## config.mk

```make
export PLATFORM = sky130hd
export DESIGN_NAME = multiplier_flat
export DESIGN_NICKNAME = d
export VERILOG_FILES = /design/src/rtl/multiplier_pkg.sv /design/src/rtl/multiplier_if.sv /design/src/rtl/multiplier_mag.sv /design/src/rtl/multiplier.sv /design/src/flat_wrapper.sv
export SDC_FILE = /design/constraint.sdc
export NUM_CORES = 1
export LEC_CHECK = 0
export CORE_UTILIZATION = 56
export DETAILED_ROUTE_END_ITERATION = 10
export HOLD_SLACK_MARGIN = 0.03
export PLACE_DENSITY_LB_ADDON = 0.2
export SYNTH_ARGS = -nofsm -noshare
export SYNTH_HDL_FRONTEND = slang
export SYNTH_SLANG_ARGS = --single-unit
```

## constraint.sdc

```tcl
create_clock -name clk -period 2.13 [get_ports clk]
set_input_delay 0.426 -clock clk [delete_from_list [all_inputs] [get_ports clk]]
set_output_delay 0.426 -clock clk [all_outputs]
set_load 0.02 [all_outputs]
```

## src/rtl/multiplier_pkg.sv

```systemverilog
// ---------------------------------------------------------------------------
// arith_pkg
// Shared definitions for the arithmetic processor datapath blocks (multiplier
// and divider): default operand width, FSM state encoding and the helper
// used to size iteration counters.
// No ports (package).
// ---------------------------------------------------------------------------
package arith_pkg;

   localparam int DEFAULT_WIDTH = 8;

   // Both sequential arithmetic units walk through the same three phases:
   // wait for a request, iterate, then apply the result sign.
   typedef enum logic [1:0] {
      IDLE = 2'd0,
      RUN  = 2'd1,
      SIGN = 2'd2
   } arithState_e;

   // Smallest r with 2**r >= value; used as clog2(WIDTH+1) so a counter can
   // hold the value WIDTH itself.
   function automatic int clog2(input int value);
      int r;
      r = 0;
      while ((1 << r) < value) begin
         r = r + 1;
      end
      return r;
   endfunction

endpackage

```

## src/rtl/multiplier_if.sv

```systemverilog
// ---------------------------------------------------------------------------
// multiplier_if
// start/ready request bus shared by the sequential multiplier and divider.
// Signals:
//   multiplicand  WIDTH     signed operand A (master -> slave)
//   multiplier    WIDTH     signed operand B (master -> slave)
//   start         1         request, accepted when ready && start
//   product       2*WIDTH   signed result (slave -> master)
//   ready         1         1 = idle and result stable (slave -> master)
// Modports: master (requester), slave (arithmetic unit).
// ---------------------------------------------------------------------------
interface multiplier_if
   import arith_pkg::*;
   #(parameter int WIDTH = DEFAULT_WIDTH) ();

   logic [WIDTH-1:0]   multiplicand;
   logic [WIDTH-1:0]   multiplier;
   logic               start;
   logic [2*WIDTH-1:0] product;
   logic               ready;

   modport master (
      output multiplicand,
      output multiplier,
      output start,
      input  product,
      input  ready
   );

   modport slave (
      input  multiplicand,
      input  multiplier,
      input  start,
      output product,
      output ready
   );

endinterface

```

## src/rtl/multiplier_mag.sv

```systemverilog
// ---------------------------------------------------------------------------
// twos_magnitude
// Splits a two's-complement value into an unsigned magnitude and a sign bit.
// The most negative value maps to magnitude 2**(WIDTH-1), which still fits
// in WIDTH unsigned bits, so there is no overflow case.
// Ports:
//   value_i  in   WIDTH  two's-complement input
//   mag_o    out  WIDTH  unsigned |value_i|
//   sign_o   out  1      1 when value_i is negative
// ---------------------------------------------------------------------------
module twos_magnitude
   import arith_pkg::*;
   #(parameter int WIDTH = DEFAULT_WIDTH)
   (
      input  logic [WIDTH-1:0] value_i,
      output logic [WIDTH-1:0] mag_o,
      output logic             sign_o
   );

   // Negation is done modulo 2**WIDTH, which yields the correct unsigned
   // magnitude even for the most negative input.
   always_comb begin
      sign_o = value_i[WIDTH-1];
      mag_o  = sign_o ? ('0 - value_i) : value_i;
   end

endmodule

```

## src/rtl/multiplier.sv

```systemverilog
// ---------------------------------------------------------------------------
// multiplier
// Sequential signed shift-add multiplier. Operands are converted to
// magnitudes on the accept edge, one partial-product step is done per clock
// for WIDTH clocks, and the sign is applied on a final edge. The product
// register only changes on that final edge, so it never shows partial sums.
// Ports:
//   clk   in     1   rising-edge clock
//   rst   in     1   asynchronous reset, active high
//   bus   slave      start/ready request bus (operands, product, ready)
// ---------------------------------------------------------------------------
module multiplier
   import arith_pkg::*;
   #(parameter int WIDTH = DEFAULT_WIDTH)
   (
      input  logic         clk,
      input  logic         rst,
      multiplier_if.slave  bus
   );

   localparam int CW = clog2(WIDTH + 1);
   localparam logic [CW-1:0] COUNT_ONE  = CW'(1);
   localparam logic [CW-1:0] COUNT_INIT = CW'(WIDTH);

   arithState_e        state_q;
   logic [WIDTH-1:0]   magA_q;
   logic [WIDTH-1:0]   magB_q;
   logic               neg_q;
   logic [2*WIDTH:0]   acc_q;
   logic [CW-1:0]      count_q;
   logic [2*WIDTH-1:0] product_q;

   logic [WIDTH-1:0]   magA;
   logic [WIDTH-1:0]   magB;
   logic               signA;
   logic               signB;

   logic [WIDTH:0]     upperSum;
   logic [2*WIDTH:0]   acc_d;
   logic [2*WIDTH-1:0] accLow;
   logic [2*WIDTH-1:0] product_d;

   twos_magnitude #(.WIDTH(WIDTH)) uMagA (
      .value_i (bus.multiplicand),
      .mag_o   (magA),
      .sign_o  (signA)
   );

   twos_magnitude #(.WIDTH(WIDTH)) uMagB (
      .value_i (bus.multiplier),
      .mag_o   (magB),
      .sign_o  (signB)
   );

   // One shift-add step: the upper half of the accumulator (with a spare
   // carry bit) absorbs the multiplicand when the current multiplier bit is
   // set, then the whole accumulator shifts right. After WIDTH steps the
   // low 2*WIDTH bits hold the unsigned product of the magnitudes.
   always_comb begin
      upperSum  = acc_q[2*WIDTH:WIDTH] + (magB_q[0] ? {1'b0, magA_q} : '0);
      acc_d     = {upperSum, acc_q[WIDTH-1:0]} >> 1;
      accLow    = acc_q[2*WIDTH-1:0];
      product_d = neg_q ? ('0 - accLow) : accLow;
   end

   // Control and datapath in one register block. Requests are only looked
   // at in IDLE, so start pulses and operand changes while busy are ignored.
   // Negating a zero magnitude gives zero, so no negative zero can appear.
   always_ff @(posedge clk or posedge rst) begin
      if (rst) begin
         state_q   <= IDLE;
         magA_q    <= '0;
         magB_q    <= '0;
         neg_q     <= 1'b0;
         acc_q     <= '0;
         count_q   <= '0;
         product_q <= '0;
      end else begin
         case (state_q)
            IDLE: begin
               if (bus.start) begin
                  magA_q  <= magA;
                  magB_q  <= magB;
                  neg_q   <= signA ^ signB;
                  acc_q   <= '0;
                  count_q <= COUNT_INIT;
                  state_q <= RUN;
               end
            end
            RUN: begin
               acc_q   <= acc_d;
               magB_q  <= magB_q >> 1;
               count_q <= count_q - COUNT_ONE;
               if (count_q == COUNT_ONE) begin
                  state_q <= SIGN;
               end
            end
            SIGN: begin
               product_q <= product_d;
               state_q   <= IDLE;
            end
            default: begin
               state_q <= IDLE;
            end
         endcase
      end
   end

   // ready is a pure decode of the state register.
   always_comb begin
      bus.ready   = (state_q == IDLE);
      bus.product = product_q;
   end

endmodule
```

## src/flat_wrapper.sv

```systemverilog
// flat-port wrapper written by rule: the top's interface ports become plain ports
module multiplier_flat import arith_pkg::*;
#(parameter int WIDTH = DEFAULT_WIDTH)
  (clk, rst, bus_multiplicand, bus_multiplier, bus_start, bus_product, bus_ready);
  multiplier_if #(.WIDTH(WIDTH)) bus_i ();
  input  logic clk;
  input  logic rst;
  input wire logic [$bits(bus_i.multiplicand)-1:0] bus_multiplicand;
  input wire logic [$bits(bus_i.multiplier)-1:0] bus_multiplier;
  input wire logic [$bits(bus_i.start)-1:0] bus_start;
  output wire logic [$bits(bus_i.product)-1:0] bus_product;
  output wire logic [$bits(bus_i.ready)-1:0] bus_ready;
  assign bus_i.multiplicand = bus_multiplicand;
  assign bus_i.multiplier = bus_multiplier;
  assign bus_i.start = bus_start;
  assign bus_product = bus_i.product;
  assign bus_ready = bus_i.ready;
  multiplier #(.WIDTH(WIDTH)) u_core (.clk(clk), .rst(rst), .bus(bus_i));
endmodule
```

==> results.tsv, run 1 <==
metric	value	unit
outcome	finished clean	
first drt pass iteration count	4	
final antenna-violating net count	0	
syn_nets	363	
synthesized area	0.00306	mm^2
Yosys cell types	40	
initial antenna violation count	0	
worst path arrival time	1.56	ns
worst-margin pin slew	0.612	ns
Residual DRC	0	
CP Data Required Time	1.70	ns
Core ar.	0.00517	mm^2
total congestion overflow	0	
cts bufs inserted	5	
area share of the largest cell type after synthesis	0.450	
DP HPWL	4140	um
GRT Resource Usage Total	0.204	
final worst-path cycle share	0.933	
initial DRC count	88	
ant diodes	0	
CTS tree	done	
TritonCTS Sinks	55	
htree depth	2	
DR vias/cell	5.36	
placer congestion estimate	0.848	
vias	2374	
Seq. cell area	0.00138	mm^2
final-report hold violation count	0	
Hold WS	0.468	ns
vias in the first global route	2196	
max cap viols	0	
Final Critical Period	1.99	ns
Clock Latency Late Sink	0.31	ns
cts hold-fix bufs	0	
drt total wl	5380	um
Gate power share	0.477	
Max Transition Viols Final	0	
Reg power frac	0.401	
Layout area overhead	19.6	%
share of layout cells above drive strength 1	0.0938	
CTS max path bufs	2	
clock root buffer	clkbuf_8	
leak pwr	1.65	nW
global-route wire length before repair	9570	um
synth top area cells	dfrtp_1 (45%), nand2_1 (7.7%), o21ai_0 (7.4%), xor2_1 (6.9%), ha_1 (5.3%)	
Worst Skew	0.00620	ns
FF+latch count, synth	55	
IO Count	36	
pwr dens	1250	mW/mm^2
fmax	503	MHz
Post-layout nets	405	
final setup violating endpoints	0	
syn avg cell area	9.27	um^2
RSZ-0062 raised after global routing	false	
initial core utilization	0.592	
area leader, netlist	dfrtp_1	
Pint	0.00271	W
reg-to-reg slack, setup	0.17	ns
PnR worst setup slack	0.143	ns
critical path's slowest cell	clkdlybuf4s50_1	
pre-CTS setup slack	-0.129	ns
register area share after synthesis	0.450	
Clock power frac	0.122	
Synth Flop Type	dfrtp_1	
Hold Crit Class	in2async	
Synth async-reset ratio	1.00	
multi-input logic area	0.00159	mm^2
Critical Path Start Type	flop	
slowest stage delay, CP	0.62	ns
Critical Path End Type	output port	
FILL cells	419	
Syn. warnings	0	
Avg WL per Cell	12.1	um
Worst IR Drop VDD	571	uV
crit path cell chain	nor2_1 -> clkdlybuf4s50_1	
Post-synth EDFFs	0	
die width	75.9	um
Site Rows	26	
Switching Fraction	0.409	
Mapped Cells	330	
I/O Buffers	35	
clock-pin slew of the registers on the worst-case setup and hold paths	0.10	ns
worst-path maximum fanout	8	
largest net degree at the start of global routing	56	
die area	0.00576	mm^2
Die Ht	75.9	um
NetSw	0.00187	W
relative slew slack	0.591	
WS Path Type	reg2out	
-- state kept, by name (all words and copies together), names as in the netlist --
name	cells
u_core.magA_q	8
u_core.neg_q	1
u_core.state_q	2
u_core.acc_q	16
u_core.bus.product	16
u_core.magB_q	8
u_core.count_q	4
-- timing repair --
item	in CTS	in global routing
setup buffers	0	0
endpoints found under the setup margin	0	4
resized for setup	0	4
-- stage by stage --
stage	setup TNS (ns)	total power (W)	utilization	std cells	cell area (um^2)
finish	0	0.00458	0.708	443	3660
global route	0	0.00497	0.708	443	3660
CTS	0	0.00460	0.705	443	3640
detailed placement	-0.129	0.00404	0.688	435	3560
global placement	-0.107	0.00395	0.688	435	3560
floorplan	0	0.00331	-	330	3060
-- synth_stat cells, drive strengths merged, types with 2 or more instances --
library cell  number
a211oi             3
a21oi              7
a22oi              4
and2               9
clkbuf            14
dfrtp             55
ha                13
inv               12
mux2i              4
nand2             63
nand2b             6
nand3             14
nor2               2
nor2b              5
nor3b              4
nor4               2
o21a               2
o21ai             52
o21bai             2
o31ai              6
o41ai              3
or3                6
xnor2              6
xor2              24
-- power by group through the flow --
stage	Combinational, W	Clock [W]	Sequential, W
final	0.00219	0.000558	0.00184
after floorplan	0.00142	0	0.00190
after CTS	0.00219	0.000571	0.00184
after global routing	0.00245	0.000616	0.00190
after detailed placement	0.00218	0	0.00186
after global placement	0.00211	0	0.00184
-- critical path: cells and delay by family (launching register included) --
family	cells	cell delay [ns]
buffers and inverters	1	0.62
flip-flops	1	0.47
AND/OR/NAND/NOR	1	0.17
-- metal layers --
metal	global-route usage	share of wire	wire length [um]
met1	0.253	0.46	2500
met2	0.361	0.49	2650
met3	0.0325	0.028	153
met4	0.0673	0.016	86
met5	0	0	0
-- cells by family (layout without fill, tap and decap cells) --
kind of cell               count (synthesis)  count (layout)  synth area share
DFF                                       55              55             0.450
xor gates and xnor gates                  30              30            0.0859
and+or+nand+nor                          116             116             0.191
muxes                                      4               4            0.0131
AOI/OAI and AO/OA                         84              84             0.165
buffers and inverters                     27              70            0.0356
adders and majority gates                 14              14            0.0597
-- area by class of cell --
class	instances	area share
Sequential cell	55	0.376
Tap cell	70	0.0239
Timing Repair Buffer	50	0.130
Clock inverter	2	0.00342
Clock buffer	6	0.0198
Inverter	12	0.0123
Multi-Input combinational cell	248	0.435
-- path summary, 6_finish.rpt --
check | cells after the start | from | to
min in group clk | 2 | u_core.magA_q[3] | u_core.magA_q[3]
max in group asynchronous | 3 | rst | u_core.magA_q[6]
worst min register to register | 2 | u_core.magA_q[3] | u_core.magA_q[3]
worst min-delay path | 3 | rst | u_core.count_q[0]
worst max-delay path | 2 | u_core.state_q[1] | bus_ready
worst max register to register | 8 | u_core.magB_q[0] | u_core.acc_q[14]
-- cell usage in the layout, fill, tap and decap left out, types with 2 or more instances in the layout --
master           count
a211oi_1             2
a21oi_1              5
a21oi_2              2
a22oi_1              4
and2_1               9
buf_4               14
clkbuf_8             5
clkdlybuf4s50_1     35
dfrtp_1             55
ha_1                13
inv_1               11
mux2i_1              4
nand2_1             63
nand2b_1             6
nand3_1             14
nor2_1               2
nor2b_1              5
nor3b_1              4
o21a_1               2
o21ai_0             45
o21ai_1              7
o21bai_1             2
o31ai_1              3
o31ai_2              3
o41ai_1              3
or3_1                5
xnor2_1              6
xor2_1              24
No activity file was read; power rests on OpenSTA's default activity.
==> run 2, diff against run 1 <==
--- a/config.mk
+++ b/config.mk
@@ -5,7 +5,7 @@
 export SDC_FILE = /design/constraint.sdc
 export NUM_CORES = 1
 export LEC_CHECK = 0
-export CORE_UTILIZATION = 56
+export CORE_UTILIZATION = 50
 export DETAILED_ROUTE_END_ITERATION = 10
 export HOLD_SLACK_MARGIN = 0.03
 export PLACE_DENSITY_LB_ADDON = 0.2
==> constraint.sdc (replaced) <==
create_clock -name clk -period 1.7 [get_ports clk]
set_input_delay 0.34 -clock clk [delete_from_list [all_inputs] [get_ports clk]]
set_output_delay 0.34 -clock clk [all_outputs]
set_load 0.02 [all_outputs]
==> run 2 against run 1 <==
The run now ends with negative setup slack left. Global-route usage is 0.85 points higher. Worst hold slack worse by 0.15 ns. Sequential share of layout area down 5.0 points. Combinational power increased by 68%. Worst setup slack got worse by 0.41 ns. Largest cell class unchanged. Critical path depth rose by 6. Sequential power increased by 26%.
==> results.tsv, run 2 (synthesis gave the netlist of run 1 again) <==
metric	value	unit
worst path bufs/invs	0	
final worst-path cycle share	1.16	
Seq. cell area	0.00138	mm^2
ant diodes	0	
relative slew slack	0.477	
Final Critical Period	1.96	ns
pwr dens	1630	mW/mm^2
DP HPWL	4480	um
Die Ht	80.2	um
Clock power frac	0.131	
Reg power frac	0.335	
CTS max path bufs	2	
die area	0.00644	mm^2
DR vias/cell	5.28	
max cap viols	0	
fmax	509	MHz
Switching Fraction	0.397	
critical path's slowest cell	dfrtp_1	
initial antenna violation count	0	
Setup Total Neg Slack	-1.48	ns
Max Transition Viols Final	0	
clock-pin slew of the registers on the worst-case setup and hold paths	0.10	ns
clock root buffer	clkbuf_8	
delay-heaviest family, CP	compound AO/OA/AOI/OAI gates	
worst path arrival time	2.17	ns
leak pwr	1.94	nW
slowest stage delay, CP	0.42	ns
placer congestion estimate	0.767	
Core ar.	0.00592	mm^2
Worst Skew	0.00854	ns
IO Count	36	
Clock Latency Late Sink	0.31	ns
final setup violating endpoints	10	
Hold Crit Class	in2async	
Layout area overhead	38.2	%
Worst path most repeated cell	a21oi_2	
CTS tree	done	
vias in the first global route	2450	
TritonCTS Sinks	55	
Critical Path Start Type	flop	
violated checks	negative setup slack	
vias	2598	
Gate power share	0.534	
Critical Path End Type	flop	
first drt pass iteration count	6	
commonest cells after routing, fill and taps aside	nand2_1 (62), buf_4 (54), dfrtp_1 (53), o21ai_0 (36), clkdlybuf4s50_1 (31)	
initial DRC count	128	
multi-input logic area	0.00177	mm^2
die width	80.2	um
WS Path Type	reg2reg	
crit path cell chain	and2_4 -> ha_4 -> fa_2 -> a21oi_2 -> o211ai_1 -> a21oi_2 -> xor2_1 -> o21ai_1	
Post-layout nets	449	
Worst IR Drop VDD	844	uV
RSZ-0062 raised after global routing	true	
NetSw	0.00274	W
htree depth	2	
total congestion overflow	0	
FILL cells	465	
drt total wl	6470	um
final antenna-violating net count	0	
PnR worst setup slack	-0.264	ns
Residual DRC	0	
I/O Buffers	35	
global-route wire length before repair	10600	um
worst-path maximum fanout	3	
outcome	finished, violations left	
Pwr Total	0.00690	W
Site Rows	28	
cts bufs inserted	5	
initial core utilization	0.517	
GRT Resource Usage Total	0.212	
Pint	0.00416	W
largest net degree at the start of global routing	33	
Avg WL per Cell	13.1	um
final-report hold violation count	0	
CP Data Required Time	1.90	ns
share of layout cells above drive strength 1	0.257	
commonest non-fill, non-tap cell in the layout	nand2_1	
worst-margin pin slew	0.784	ns
## run 2: layout make-up
class | instances | share of cell area
clock buffers | 6 | 0.0195
clock inverters | 2 | 0.00828
inverters | 12 | 0.0106
multi-input cells | 248 | 0.418
flip-flops and latches | 55 | 0.326
well taps | 75 | 0.0222
repair buffers | 94 | 0.196
## run 2: path summary, 6_finish.rpt
| kind | slack, ns | depth (start not counted) | endpoint | startpoint |
|---|---|---|---|---|
| max reg2reg | -0.26 | 8 | u_core.acc_q[13] | u_core.magB_q[0] |
| min in group clk | 0.48 | 2 | u_core.magA_q[6] | u_core.magA_q[6] |
| min reg2reg | 0.48 | 2 | u_core.magA_q[6] | u_core.magA_q[6] |
| min | 0.31 | 2 | u_core.acc_q[5] | rst |
| max in group asynchronous | 0.93 | 3 | u_core.magA_q[5] | rst |
| max | -0.26 | 8 | u_core.acc_q[13] | u_core.magB_q[0] |
## run 2: through the flow
step	area [um^2]	std cells	worst slack [ns]	utilization	hold WS [ns]
6_report	4230	492	-0.264	0.714	0.314
5_1_grt	4230	492	-0.375	0.714	0.356
4_1_cts	4140	491	-0.258	0.698	0.322
3_5_place_dp	3880	479	-0.502	0.655	0.463
3_3_place_gp	3880	479	-0.459	0.655	0.455
2_1_floorplan	3070	330	-0.158	-	0.442
## run 2: power by group through the flow
stage                     Clock (W)  Sequential, W  Combinational [W]
after floorplan                   0        0.00238            0.00178
after global placement            0        0.00225            0.00309
after detailed placement          0        0.00228            0.00316
after CTS                  0.000912        0.00229            0.00344
after global routing       0.000979        0.00237            0.00410
final                      0.000903        0.00231            0.00369
## run 2: layer usage
layer / global-route usage / share of wire / up-vias
met5: 0 / 0 / -
met4: 0.0732 / 0.019 / 0
met3: 0.0455 / 0.035 / 11
met2: 0.377 / 0.53 / 70
met1: 0.252 / 0.42 / 1198
li1: - / - / 1319
## run 2: what timing repair did
item / 4_1_cts / 5_1_grt
hold buffers: 0 / 0
setup endpoints to repair: 11 / 17
pin swaps: 14 / 22
resized for setup: 24 / 28
buffers inserted: 4 / 2
==> run 3, diff against run 2 <==
--- a/config.mk
+++ b/config.mk
@@ -6,6 +6,7 @@
 export NUM_CORES = 1
 export LEC_CHECK = 0
 export CORE_UTILIZATION = 50
+export CTS_CLUSTER_SIZE = 40
 export DETAILED_ROUTE_END_ITERATION = 10
 export HOLD_SLACK_MARGIN = 0.03
 export PLACE_DENSITY_LB_ADDON = 0.2
==> results of run 3 <==
No change in the layout: final DEF, timing and power equal those of run 2.
